File: src/rtl/cp0_exc_if.sv
// M-stage pipeline bundle between the core and the CP0 exception unit:
// exception flags and mtc0 commit in, flush/redirect out, plus the
// decode-stage mfc0 read port.
interface cp0_exc_if;
   logic        validM;
   logic        stallM;
   logic [31:0] pcM;
   logic        bdM;
   logic [31:0] dataaddrM;
   logic        adelM;
   logic        adesM;
   logic        syscallM;
   logic        breakM;
   logic        eretM;
   logic        invalidM;
   logic        overflowM;
   logic        cp0writeM;
   logic [4:0]  waddrM;
   logic [31:0] wdataM;
   logic [4:0]  raddrD;
   logic [31:0] rdataD;
   logic        flush;
   logic [31:0] newpc;

   modport master (
      output validM, stallM, pcM, bdM, dataaddrM,
      output adelM, adesM, syscallM, breakM, eretM, invalidM, overflowM,
      output cp0writeM, waddrM, wdataM, raddrD,
      input  rdataD, flush, newpc
   );

   modport slave (
      input  validM, stallM, pcM, bdM, dataaddrM,
      input  adelM, adesM, syscallM, breakM, eretM, invalidM, overflowM,
      input  cp0writeM, waddrM, wdataM, raddrD,
      output rdataD, flush, newpc
   );
endinterface

File: src/rtl/cp0_exc.sv
// CP0 register file and M-stage exception resolver. Decides whether the
// instruction in M traps or erets, drives flush/newpc combinationally, and
// updates BadVAddr, Count, Compare, Status, Cause and EPC on the closing edge.
module cp0_exc #(
   parameter logic [31:0] EXC_VECTOR = 32'hBFC0_0380
) (
   input  logic        clk,
   input  logic        reset,
   cp0_exc_if.slave    m,
   input  logic [5:0]  ext_int,
   output logic [31:0] epc_o,
   output logic [31:0] status_o,
   output logic [31:0] cause_o,
   output logic        timer_int
);
   localparam logic [4:0] R_BADVADDR = 5'd8;
   localparam logic [4:0] R_COUNT    = 5'd9;
   localparam logic [4:0] R_COMPARE  = 5'd11;
   localparam logic [4:0] R_STATUS   = 5'd12;
   localparam logic [4:0] R_CAUSE    = 5'd13;
   localparam logic [4:0] R_EPC      = 5'd14;

   logic [31:0] badvaddr_q, badvaddr_d;
   logic [31:0] count_q, count_d;
   logic [31:0] compare_q, compare_d;
   logic [31:0] epc_q, epc_d;
   logic        tick_q, tick_d;
   logic        timer_q, timer_d;
   logic [7:0]  im_q, im_d;
   logic        exl_q, exl_d;
   logic        ie_q, ie_d;
   logic        bd_q, bd_d;
   logic [5:0]  ip_hw_q, ip_hw_d;
   logic [1:0]  ip_sw_q, ip_sw_d;
   logic [4:0]  exccode_q, exccode_d;

   logic [31:0] status_w, cause_w;
   logic        commit, int_pend;
   logic        take, is_eret, bad_ld, wr;
   logic [4:0]  exc;
   logic [31:0] bad_val;

   assign status_w = {9'd0, 1'b1, 6'd0, im_q, 6'd0, exl_q, ie_q};
   assign cause_w  = {bd_q, 15'd0, ip_hw_q, ip_sw_q, 1'b0, exccode_q, 2'b00};
   assign commit   = m.validM & ~m.stallM;
   assign int_pend = ie_q & ~exl_q & (|({ip_hw_q, ip_sw_q} & im_q));

   // Prioritised trap resolution for the instruction in M.
   always_comb begin
      take    = 1'b0;
      is_eret = 1'b0;
      exc     = 5'h00;
      bad_ld  = 1'b0;
      bad_val = 32'd0;
      if (commit) begin
         if (int_pend) begin
            take = 1'b1; exc = 5'h00;
         end else if (m.adelM && (m.pcM[1:0] != 2'b00)) begin
            take = 1'b1; exc = 5'h04; bad_ld = 1'b1; bad_val = m.pcM;
         end else if (m.invalidM) begin
            take = 1'b1; exc = 5'h0A;
         end else if (m.syscallM) begin
            take = 1'b1; exc = 5'h08;
         end else if (m.breakM) begin
            take = 1'b1; exc = 5'h09;
         end else if (m.overflowM) begin
            take = 1'b1; exc = 5'h0C;
         end else if (m.adelM) begin
            take = 1'b1; exc = 5'h04; bad_ld = 1'b1; bad_val = m.dataaddrM;
         end else if (m.adesM) begin
            take = 1'b1; exc = 5'h05; bad_ld = 1'b1; bad_val = m.dataaddrM;
         end else if (m.eretM) begin
            is_eret = 1'b1;
         end
      end
   end

   assign wr      = commit & m.cp0writeM & ~take & ~is_eret;
   assign m.flush = ~reset & (take | is_eret);
   assign m.newpc = is_eret ? epc_q : EXC_VECTOR;

   // Next-state for all CP0 registers; trap updates override mtc0 fields.
   always_comb begin
      badvaddr_d = badvaddr_q;
      count_d    = tick_q ? count_q + 32'd1 : count_q;
      tick_d     = ~tick_q;
      compare_d  = compare_q;
      epc_d      = epc_q;
      im_d       = im_q;
      exl_d      = exl_q;
      ie_d       = ie_q;
      bd_d       = bd_q;
      ip_hw_d    = {ext_int[5] | timer_q, ext_int[4:0]};
      ip_sw_d    = ip_sw_q;
      exccode_d  = exccode_q;

      if (wr) begin
         case (m.waddrM)
            R_COUNT: begin
               count_d = m.wdataM;
               tick_d  = 1'b0;
            end
            R_COMPARE: compare_d = m.wdataM;
            R_STATUS: begin
               im_d  = m.wdataM[15:8];
               exl_d = m.wdataM[1];
               ie_d  = m.wdataM[0];
            end
            R_CAUSE:  ip_sw_d = m.wdataM[9:8];
            R_EPC:    epc_d   = m.wdataM;
            default: ;
         endcase
      end

      // Compare against the value Count is about to hold so the latch
      // rises on the same edge Count reaches Compare.
      timer_d = timer_q | ((count_d == compare_q) && (compare_q != 32'd0));
      if (wr && (m.waddrM == R_COMPARE)) timer_d = 1'b0;

      if (take) begin
         if (!exl_q) begin
            epc_d = m.bdM ? m.pcM - 32'd4 : m.pcM;
            bd_d  = m.bdM;
         end
         exl_d     = 1'b1;
         exccode_d = exc;
         if (bad_ld) badvaddr_d = bad_val;
      end
      if (is_eret) exl_d = 1'b0;
   end

   // State registers with synchronous reset.
   always_ff @(posedge clk) begin
      if (reset) begin
         badvaddr_q <= 32'd0;
         count_q    <= 32'd0;
         compare_q  <= 32'd0;
         epc_q      <= 32'd0;
         tick_q     <= 1'b0;
         timer_q    <= 1'b0;
         im_q       <= 8'd0;
         exl_q      <= 1'b0;
         ie_q       <= 1'b0;
         bd_q       <= 1'b0;
         ip_hw_q    <= 6'd0;
         ip_sw_q    <= 2'd0;
         exccode_q  <= 5'd0;
      end else begin
         badvaddr_q <= badvaddr_d;
         count_q    <= count_d;
         compare_q  <= compare_d;
         epc_q      <= epc_d;
         tick_q     <= tick_d;
         timer_q    <= timer_d;
         im_q       <= im_d;
         exl_q      <= exl_d;
         ie_q       <= ie_d;
         bd_q       <= bd_d;
         ip_hw_q    <= ip_hw_d;
         ip_sw_q    <= ip_sw_d;
         exccode_q  <= exccode_d;
      end
   end

   // mfc0 read mux; unimplemented numbers read as zero.
   always_comb begin
      case (m.raddrD)
         R_BADVADDR: m.rdataD = badvaddr_q;
         R_COUNT:    m.rdataD = count_q;
         R_COMPARE:  m.rdataD = compare_q;
         R_STATUS:   m.rdataD = status_w;
         R_CAUSE:    m.rdataD = cause_w;
         R_EPC:      m.rdataD = epc_q;
         default:    m.rdataD = 32'd0;
      endcase
   end

   assign epc_o     = epc_q;
   assign status_o  = status_w;
   assign cause_o   = cause_w;
   assign timer_int = timer_q;
endmodule

File: src/flat_wrapper.sv
// flat-port wrapper written by rule: the top's interface ports become plain ports
module cp0_exc_flat 
#(
   parameter logic [31:0] EXC_VECTOR = 32'hBFC0_0380
)
  (clk, reset, ext_int, epc_o, status_o, cause_o, timer_int, m_validM, m_stallM, m_pcM, m_bdM, m_dataaddrM, m_adelM, m_adesM, m_syscallM, m_breakM, m_eretM, m_invalidM, m_overflowM, m_cp0writeM, m_waddrM, m_wdataM, m_raddrD, m_rdataD, m_flush, m_newpc);
  cp0_exc_if m_i ();
  input  logic clk;
  input  logic reset;
  input  logic [5:0] ext_int;
  output logic [31:0] epc_o;
  output logic [31:0] status_o;
  output logic [31:0] cause_o;
  output logic timer_int;
  input wire logic [$bits(m_i.validM)-1:0] m_validM;
  input wire logic [$bits(m_i.stallM)-1:0] m_stallM;
  input wire logic [$bits(m_i.pcM)-1:0] m_pcM;
  input wire logic [$bits(m_i.bdM)-1:0] m_bdM;
  input wire logic [$bits(m_i.dataaddrM)-1:0] m_dataaddrM;
  input wire logic [$bits(m_i.adelM)-1:0] m_adelM;
  input wire logic [$bits(m_i.adesM)-1:0] m_adesM;
  input wire logic [$bits(m_i.syscallM)-1:0] m_syscallM;
  input wire logic [$bits(m_i.breakM)-1:0] m_breakM;
  input wire logic [$bits(m_i.eretM)-1:0] m_eretM;
  input wire logic [$bits(m_i.invalidM)-1:0] m_invalidM;
  input wire logic [$bits(m_i.overflowM)-1:0] m_overflowM;
  input wire logic [$bits(m_i.cp0writeM)-1:0] m_cp0writeM;
  input wire logic [$bits(m_i.waddrM)-1:0] m_waddrM;
  input wire logic [$bits(m_i.wdataM)-1:0] m_wdataM;
  input wire logic [$bits(m_i.raddrD)-1:0] m_raddrD;
  output wire logic [$bits(m_i.rdataD)-1:0] m_rdataD;
  output wire logic [$bits(m_i.flush)-1:0] m_flush;
  output wire logic [$bits(m_i.newpc)-1:0] m_newpc;
  assign m_i.validM = m_validM;
  assign m_i.stallM = m_stallM;
  assign m_i.pcM = m_pcM;
  assign m_i.bdM = m_bdM;
  assign m_i.dataaddrM = m_dataaddrM;
  assign m_i.adelM = m_adelM;
  assign m_i.adesM = m_adesM;
  assign m_i.syscallM = m_syscallM;
  assign m_i.breakM = m_breakM;
  assign m_i.eretM = m_eretM;
  assign m_i.invalidM = m_invalidM;
  assign m_i.overflowM = m_overflowM;
  assign m_i.cp0writeM = m_cp0writeM;
  assign m_i.waddrM = m_waddrM;
  assign m_i.wdataM = m_wdataM;
  assign m_i.raddrD = m_raddrD;
  assign m_rdataD = m_i.rdataD;
  assign m_flush = m_i.flush;
  assign m_newpc = m_i.newpc;
  cp0_exc #(.EXC_VECTOR(EXC_VECTOR)) u_core (.clk(clk), .reset(reset), .m(m_i), .ext_int(ext_int), .epc_o(epc_o), .status_o(status_o), .cause_o(cause_o), .timer_int(timer_int));
endmodule
File: config.mk
export PLATFORM = sky130hd
export DESIGN_NAME = cp0_exc_flat
export DESIGN_NICKNAME = d
export VERILOG_FILES = /design/src/rtl/cp0_exc_if.sv /design/src/rtl/cp0_exc.sv /design/src/flat_wrapper.sv
export SDC_FILE = /design/constraint.sdc
export NUM_CORES = 1
export LEC_CHECK = 0
export CORE_MARGIN = 5
export CORE_UTILIZATION = 43
export CTS_CLUSTER_DIAMETER = 120
export DETAILED_ROUTE_END_ITERATION = 16
export PLACE_DENSITY_LB_ADDON = 0.1
export SYNTH_ARGS = -nofsm -noshare
export SYNTH_HDL_FRONTEND = slang
export SYNTH_SLANG_ARGS = --single-unit
File: constraint.sdc
create_clock -name clk -period 2.7 [get_ports clk]
set_clock_uncertainty 0.2 [all_clocks]
set_input_delay 0.54 -clock clk [delete_from_list [all_inputs] [get_ports clk]]
set_output_delay 0.54 -clock clk [all_outputs]
set_load 0.005 [all_outputs]
==> impl_metrics.env, run 1 <==
export IMPL_core_mm2=0.0218
export IMPL_p_int_mw=4.22
export IMPL_rsz0062_at_grt="yes"
export IMPL_critPathKind="reg -> out"
export IMPL_grt_start_max_net_pins=154
export IMPL_die_h_um=159
export IMPL_cts_hold_fix_buffers=0
export IMPL_num_fill_cells=1675
export IMPL_hold_violations=0
export IMPL_vias_per_cell=5.78
export IMPL_power_frac_clock_pct=42.9
export IMPL_grt_pass1_vias=10987
export IMPL_avgSynthCellArea_um2=7.67
export IMPL_antenna_cells=0
export IMPL_dr_wl_met3_um=4320
export IMPL_leakage_nw=6.68
export IMPL_htreeDepth=4
export IMPL_place_congestion=0.974
export IMPL_multi_input_area_mm2=0.00659
export IMPL_fmax_ghz=0.336
export IMPL_area_growth_pct=67.4
export IMPL_firstDrtPassIters=5
export IMPL_cts_buffers=17
export IMPL_seq_area_frac_synth_pct=32.3
export IMPL_switchingPower_mw=1.62
export IMPL_wl_met1_um=18300
export IMPL_dieWidth_um=159
export IMPL_grtUsageTotal_pct=34.5
export IMPL_synth_cell_types=68
export IMPL_yosysWarnings=0
export IMPL_final_setup_viol_count=87
export IMPL_fin_crit_sh_pct=110
export IMPL_first_iter_violations=1111
export IMPL_synth_cells=1237
export IMPL_switching_share_pct=27.7
export IMPL_holdWs_ns=0.294
export IMPL_initial_utilization_pct=43.6
export IMPL_vdd_drop_max_mv=0.308
export IMPL_synth_seq_cells=153
export IMPL_violations="setup timing"
export IMPL_antenna_found_initial=0
export IMPL_cp_max_fo=7
export IMPL_nets=1838
export IMPL_final_max_slew_viol_count=0
export IMPL_clockBufferDepth=2
export IMPL_synthArstFlopShare_pct=0
export IMPL_status="complete, but fails checks"
export IMPL_powerDensity_mw_per_mm2=368
export IMPL_ff_latch_area_mm2=0.00307
export IMPL_combPwrFrac_pct=16.1
export IMPL_portBuffers=245
export IMPL_rows=54
export IMPL_top_layer="met4"
export IMPL_final_common_cell="buf_4"
export IMPL_ant_nets=0
export IMPL_p_seq_share_pct=41.0
export IMPL_layout_min_cycle_time_ns=2.98
export IMPL_drive_gt1_share_pct=32.9
export IMPL_dieArea_mm2=0.0251
export IMPL_fin_setup_tns_ns=-9.00
export IMPL_cp_end_kind="output pin"
export IMPL_synth_area_mm2=0.00949
export IMPL_drc=0
export IMPL_root_buffer="clkbuf_16"
export IMPL_via_count=11591
export IMPL_cp_required_ns=1.96
export IMPL_clk_pin_slew_ns=0.06
export IMPL_arrival_ns=2.24
export IMPL_fin_ws_ns=-0.276
export IMPL_ioPinCount=287
export IMPL_cp_start_kind="flop"
export IMPL_dp_hpwl_um=31900
export IMPL_clk_latency_ns=0.44
export IMPL_min_delay_path_class="reg -> reg"
export IMPL_clock_sinks=153
export IMPL_cts_tree="done"
export IMPL_synth_edf_count=0
export IMPL_relSlewSlack_pct=50.5
export IMPL_wl_per_cell_um=22.7
export IMPL_worst_slew_pin_slew_ns=0.743
export IMPL_grt_first_pass_wirelength_um=65600
export IMPL_grt_overflow_total=0
export IMPL_synth_main_ff_cell="dfxtp_1"
export IMPL_final_cell_mix="223 x buf_4, 176 x nor2_1, 150 x dfxtp_1"
export IMPL_drv_cap=0
export IMPL_dr_wl_met2_um=21200
export IMPL_wirelength_um=45400
logic make-up (layout without fill, tap and decap cells):
family	after synthesis	after routing	share of synthesized area (%)
AOI/OAI and AO/OA	285	285	20.2
DFF	153	153	32.3
xor gates and xnor gates	84	84	7.90
muxes	51	51	5.54
and+or+nand+nor	509	509	25.7
adders and majority gates	2	2	0.264
other	2	41	0.0792
buffers and inverters	151	599	8.04
synthesized netlist by cell type, types with 4 or more instances:
| library cell | n | area, um2 |
|---|---|---|
| and2_1 | 24 | 150 |
| nand4_1 | 12 | 75.1 |
| xor2_1 | 41 | 359 |
| nor2b_1 | 7 | 43.8 |
| o21ai_1 | 8 | 40.0 |
| nand2b_1 | 20 | 125 |
| nand3_1 | 28 | 140 |
| or3_1 | 4 | 25.0 |
| a222oi_1 | 5 | 50.1 |
| nand2_1 | 133 | 499 |
| and3_1 | 4 | 25.0 |
| mux2i_1 | 48 | 480 |
| inv_1 | 21 | 78.8 |
| nor2_1 | 188 | 706 |
| and4_1 | 6 | 52.6 |
| clkbuf_1 | 70 | 263 |
| o22ai_1 | 5 | 31.3 |
| buf_1 | 6 | 22.5 |
| dfxtp_1 | 153 | 3060 |
| o21ai_0 | 7 | 35.0 |
| nor3_1 | 32 | 160 |
| a211oi_1 | 46 | 345 |
| buf_4 | 44 | 330 |
| a21oi_1 | 90 | 450 |
| a22oi_1 | 101 | 758 |
| xnor2_1 | 42 | 368 |
| buf_2 | 7 | 35.0 |
| nor4_1 | 21 | 131 |
| nand3b_1 | 4 | 30.0 |
worst paths after layout:
check                                          start                    to  slack (ns)  depth (start not counted)
worst max register to register        u_core.im_q[3]      u_core.timer_int       -0.14                         12
worst min-delay path            u_core.badvaddr_q[2]  u_core.badvaddr_q[2]        0.29                          2
worst min register to register  u_core.badvaddr_q[2]  u_core.badvaddr_q[2]        0.29                          2
worst max-delay path                  u_core.im_q[3]           m_newpc[25]       -0.28                         10
layout make-up:
class                      instances  share of cell area (%)
clock inverter                    13                    1.00
multi-input combinational        972                    41.5
inverter                          21                   0.496
tap                              280                    2.21
clock buffer                      19                    2.79
timing repair buffer             546                    32.7
sequential                       153                    19.3
power groups by stage:
stage	Sequential (mW)	Clock [mW]	Combinational, mW
after floorplan	2.41	0	0.320
after global placement	2.43	0	0.826
after detailed placement	2.43	0	0.831
after CTS	2.38	2.50	0.887
after global routing	2.40	2.61	0.994
final	2.40	2.51	0.939
routing by layer:
layer  global-route usage [%]  vias up
li1                         -     5265
met1                     46.1     5577
met2                     55.4      643
met3                     7.75      106
met4                     11.1        0
met5                        0        -
worst max-delay path, cell delays in order (launching register included):
cell and delay, ns:
dfxtp_2 0.33, a22oi_2 0.23, a41oi_2 0.16, buf_4 0.18
nor4_4 0.17, buf_6 0.18, buf_6 0.13, buf_6 0.10
buf_8 0.13, nand2b_1 0.07, buf_2 0.13
state kept, by name, summed over array words and instances, names as in the netlist:
signal and cells:
u_core.compare_q 32, u_core.exl_q 1, u_core.timer_int 1, u_core.im_q 8, u_core.exccode_q 4, u_core.ie_q 1, u_core.count_q 32, u_core.badvaddr_q 32
u_core.epc_o 32, u_core.ip_sw_q 2, u_core.bd_q 1, u_core.tick_q 1, u_core.ip_hw_q 6
through the flow:
step / setup slack, ns / utilization, % / area, um2 / power (mW) / instances
2_1_floorplan: -0.0464 / - / 9650 / 2.73 / 1276
3_3_place_gp: -1.08 / 62.8 / 13700 / 3.25 / 1895
3_5_place_dp: -1.10 / 62.8 / 13700 / 3.26 / 1895
4_1_cts: -0.163 / 70.7 / 15400 / 5.77 / 1991
5_1_grt: -0.319 / 73.0 / 15900 / 6.00 / 2004
6_report: -0.276 / 73.0 / 15900 / 5.84 / 2004
what timing repair did:
| item | in CTS | in global routing |
|---|---|---|
| hold endpoints to repair | 0 | 0 |
| gates resized for setup | 468 | 131 |
| pin swaps | 82 | 91 |
| endpoints found under the setup margin | 115 | 98 |
| buffers inserted | 54 | 21 |
| cloned | 13 | 1 |
(Power assumes the default switching activity.)
==> inputs of run 2 (changes only) <==
Settings changed: HOLD_SLACK_MARGIN set to 0.03.
==> results of run 2 <==
Final layout, timing and power as in run 1 (identical DEF).
==> inputs of run 3 (changes only) <==
Settings changed: SKIP_LAST_GASP set to 1.
==> impl_metrics.env, run 3 (synthesized netlist as in run 1, its figures left out) <==
export IMPL_status="complete, but fails checks"
export IMPL_violations="setup timing"
export IMPL_vias_per_cell=5.77
export IMPL_layout_min_cycle_time_ns=2.90
export IMPL_cp_required_ns=1.96
export IMPL_placed_area_mm2=0.0137
export IMPL_path_cells="a22oi_2 -> a41oi_2 -> buf_4 -> nor4_4 -> buf_6 -> buf_6 -> buf_6 -> buf_8 -> nand2b_1 -> buf_2"
export IMPL_ff2ff_path_depth=12
export IMPL_cpMostUsedCell="buf_6"
export IMPL_antenna_found_initial=1
export IMPL_clock_sinks=153
export IMPL_grt_first_pass_wirelength_um=65400
export IMPL_via_count=11559
export IMPL_holdWs_ns=0.300
export IMPL_ant_nets=0
export IMPL_ff_latch_area_mm2=0.00307
export IMPL_drv_cap=0
export IMPL_grtUsageTotal_pct=34.3
export IMPL_relSlewSlack_pct=51.2
export IMPL_min_delay_path_class="reg -> reg"
export IMPL_place_congestion=0.974
export IMPL_multi_input_area_mm2=0.00658
export IMPL_cp_max_fo=7
export IMPL_first_iter_violations=1094
export IMPL_arrival_ns=2.16
export IMPL_drc=0
export IMPL_reg2reg_from="u_core.im_q[7]"
export IMPL_wl_per_cell_um=22.6
export IMPL_core_mm2=0.0218
export IMPL_worstHoldStart="u_core.badvaddr_q[14]"
export IMPL_clk_pin_slew_ns=0.07
export IMPL_root_buffer="clkbuf_16"
export IMPL_hold_violations=0
export IMPL_dieWidth_um=159
export IMPL_cts_buffers=17
export IMPL_cp_end_kind="output pin"
export IMPL_htreeDepth=4
export IMPL_fin_area_mm2=0.0158
export IMPL_critPathKind="reg -> out"
export IMPL_fin_ws_ns=-0.204
export IMPL_rsz0062_at_grt="yes"
export IMPL_grt_overflow_total=0
export IMPL_cp_slowest_stage_delay_ns=0.33
export IMPL_grt_start_max_net_pins=154
export IMPL_fin_crit_sh_pct=108
export IMPL_dp_hpwl_um=31900
export IMPL_vdd_drop_max_mv=0.318
export IMPL_worst_slew_pin_slew_ns=0.732
export IMPL_clockBufferDepth=2
export IMPL_cp_start_kind="flop"
export IMPL_cts_hold_fix_buffers=0
export IMPL_clk_latency_ns=0.44
export IMPL_cp_buffers_inverters=6
export IMPL_nets=1838
export IMPL_die_h_um=159
export IMPL_powerDensity_mw_per_mm2=368
export IMPL_portBuffers=245
export IMPL_leakage_nw=6.66
export IMPL_place_ws_ns=-1.10
export IMPL_num_fill_cells=1680
export IMPL_drive_gt1_share_pct=32.5
export IMPL_fmax_ghz=0.344
export IMPL_wirelength_um=45300
export IMPL_final_cell_mix="223 x buf_4, 175 x nor2_1, 149 x dfxtp_1"
export IMPL_ioPinCount=287
export IMPL_reg2reg_slack_ns=-0.13
export IMPL_dieArea_mm2=0.0251
export IMPL_fin_util_pct=72.8
export IMPL_firstDrtPassIters=6
export IMPL_area_growth_pct=67.0
export IMPL_final_max_slew_viol_count=0
export IMPL_fin_setup_tns_ns=-7.49
export IMPL_initial_utilization_pct=43.6
export IMPL_final_common_cell="buf_4"
export IMPL_grt_pass1_vias=11017
export IMPL_whs_path_depth=2
export IMPL_cp_top_family="buffers and inverters"
export IMPL_final_setup_viol_count=86
export IMPL_reg2reg_to="u_core.epc_o[16]"
export IMPL_rows=54
export IMPL_cts_tree="done"
export IMPL_slowest_stage="dfxtp_2"
export IMPL_min_to="u_core.badvaddr_q[14]"
==> run 3: worst max-delay path by stage <==
| stage | startpoint | endpoint | slack [ns] | cells past startpoint |
|---|---|---|---|---|
| 4_1_cts | u_core.im_q[3] | m_newpc[28] | -0.16 | 10 |
| 5_1_grt | u_core.im_q[3] | m_newpc[27] | -0.29 | 10 |
| 3_3_place_gp | m_overflowM | u_core.timer_int | -1.08 | 11 |
| 3_5_place_dp | m_overflowM | u_core.timer_int | -1.10 | 11 |
| 6_report | u_core.im_q[7] | m_newpc[27] | -0.20 | 10 |
| 2_1_floorplan | m_overflowM | u_core.timer_int | -0.05 | 10 |
==> run 3: per-layer routing <==
layer  wire length [um]  track usage, %  vias to the layer above
li1                   -               -                     5264
met1              18000            45.4                     5528
met2              21200            54.8                      659
met3               4390            8.10                      108
met4               1630            12.6                        0
met5                  0               0                        -
==> run 3: tightest hold or removal path, stage by stage, from the launching register on <==
cell	delay [ns]
dfxtp_1	0.33
a21oi_1	0.07
nor2_1	0.07
==> run 3: what timing repair did <==
action                                  CTS  global route
buffers inserted                         54            18
resized for setup                       462           122
pin swaps                                78            84
cloned                                   13             2
endpoints found under the setup margin  115            98
==> run 3: where the power goes <==
group,internal (mW),leakage [nW],total [mW],switching [mW]
logic,0.489,5.13,0.936,0.447
clock network,1.41,0.289,2.49,1.08
registers,2.32,1.24,2.40,0.0769
==> run 3: final cells by class <==
cell class | instances | share of cell area [%]
multi-input combinational | 972 | 41.5
timing repair buffer | 546 | 32.6
sequential | 153 | 19.4
clock buffer | 19 | 2.80
tap | 280 | 2.21
clock inverter | 13 | 1.00
inverter | 21 | 0.497
antenna | 1 | 0.0158
==> run 3: metrics by stage <==
step                      power, mW  cells
after floorplan                2.73   1276
after global placement         3.25   1895
after detailed placement       3.26   1895
after CTS                      5.77   1991
after global routing           5.99   2005
final                          5.82   2005
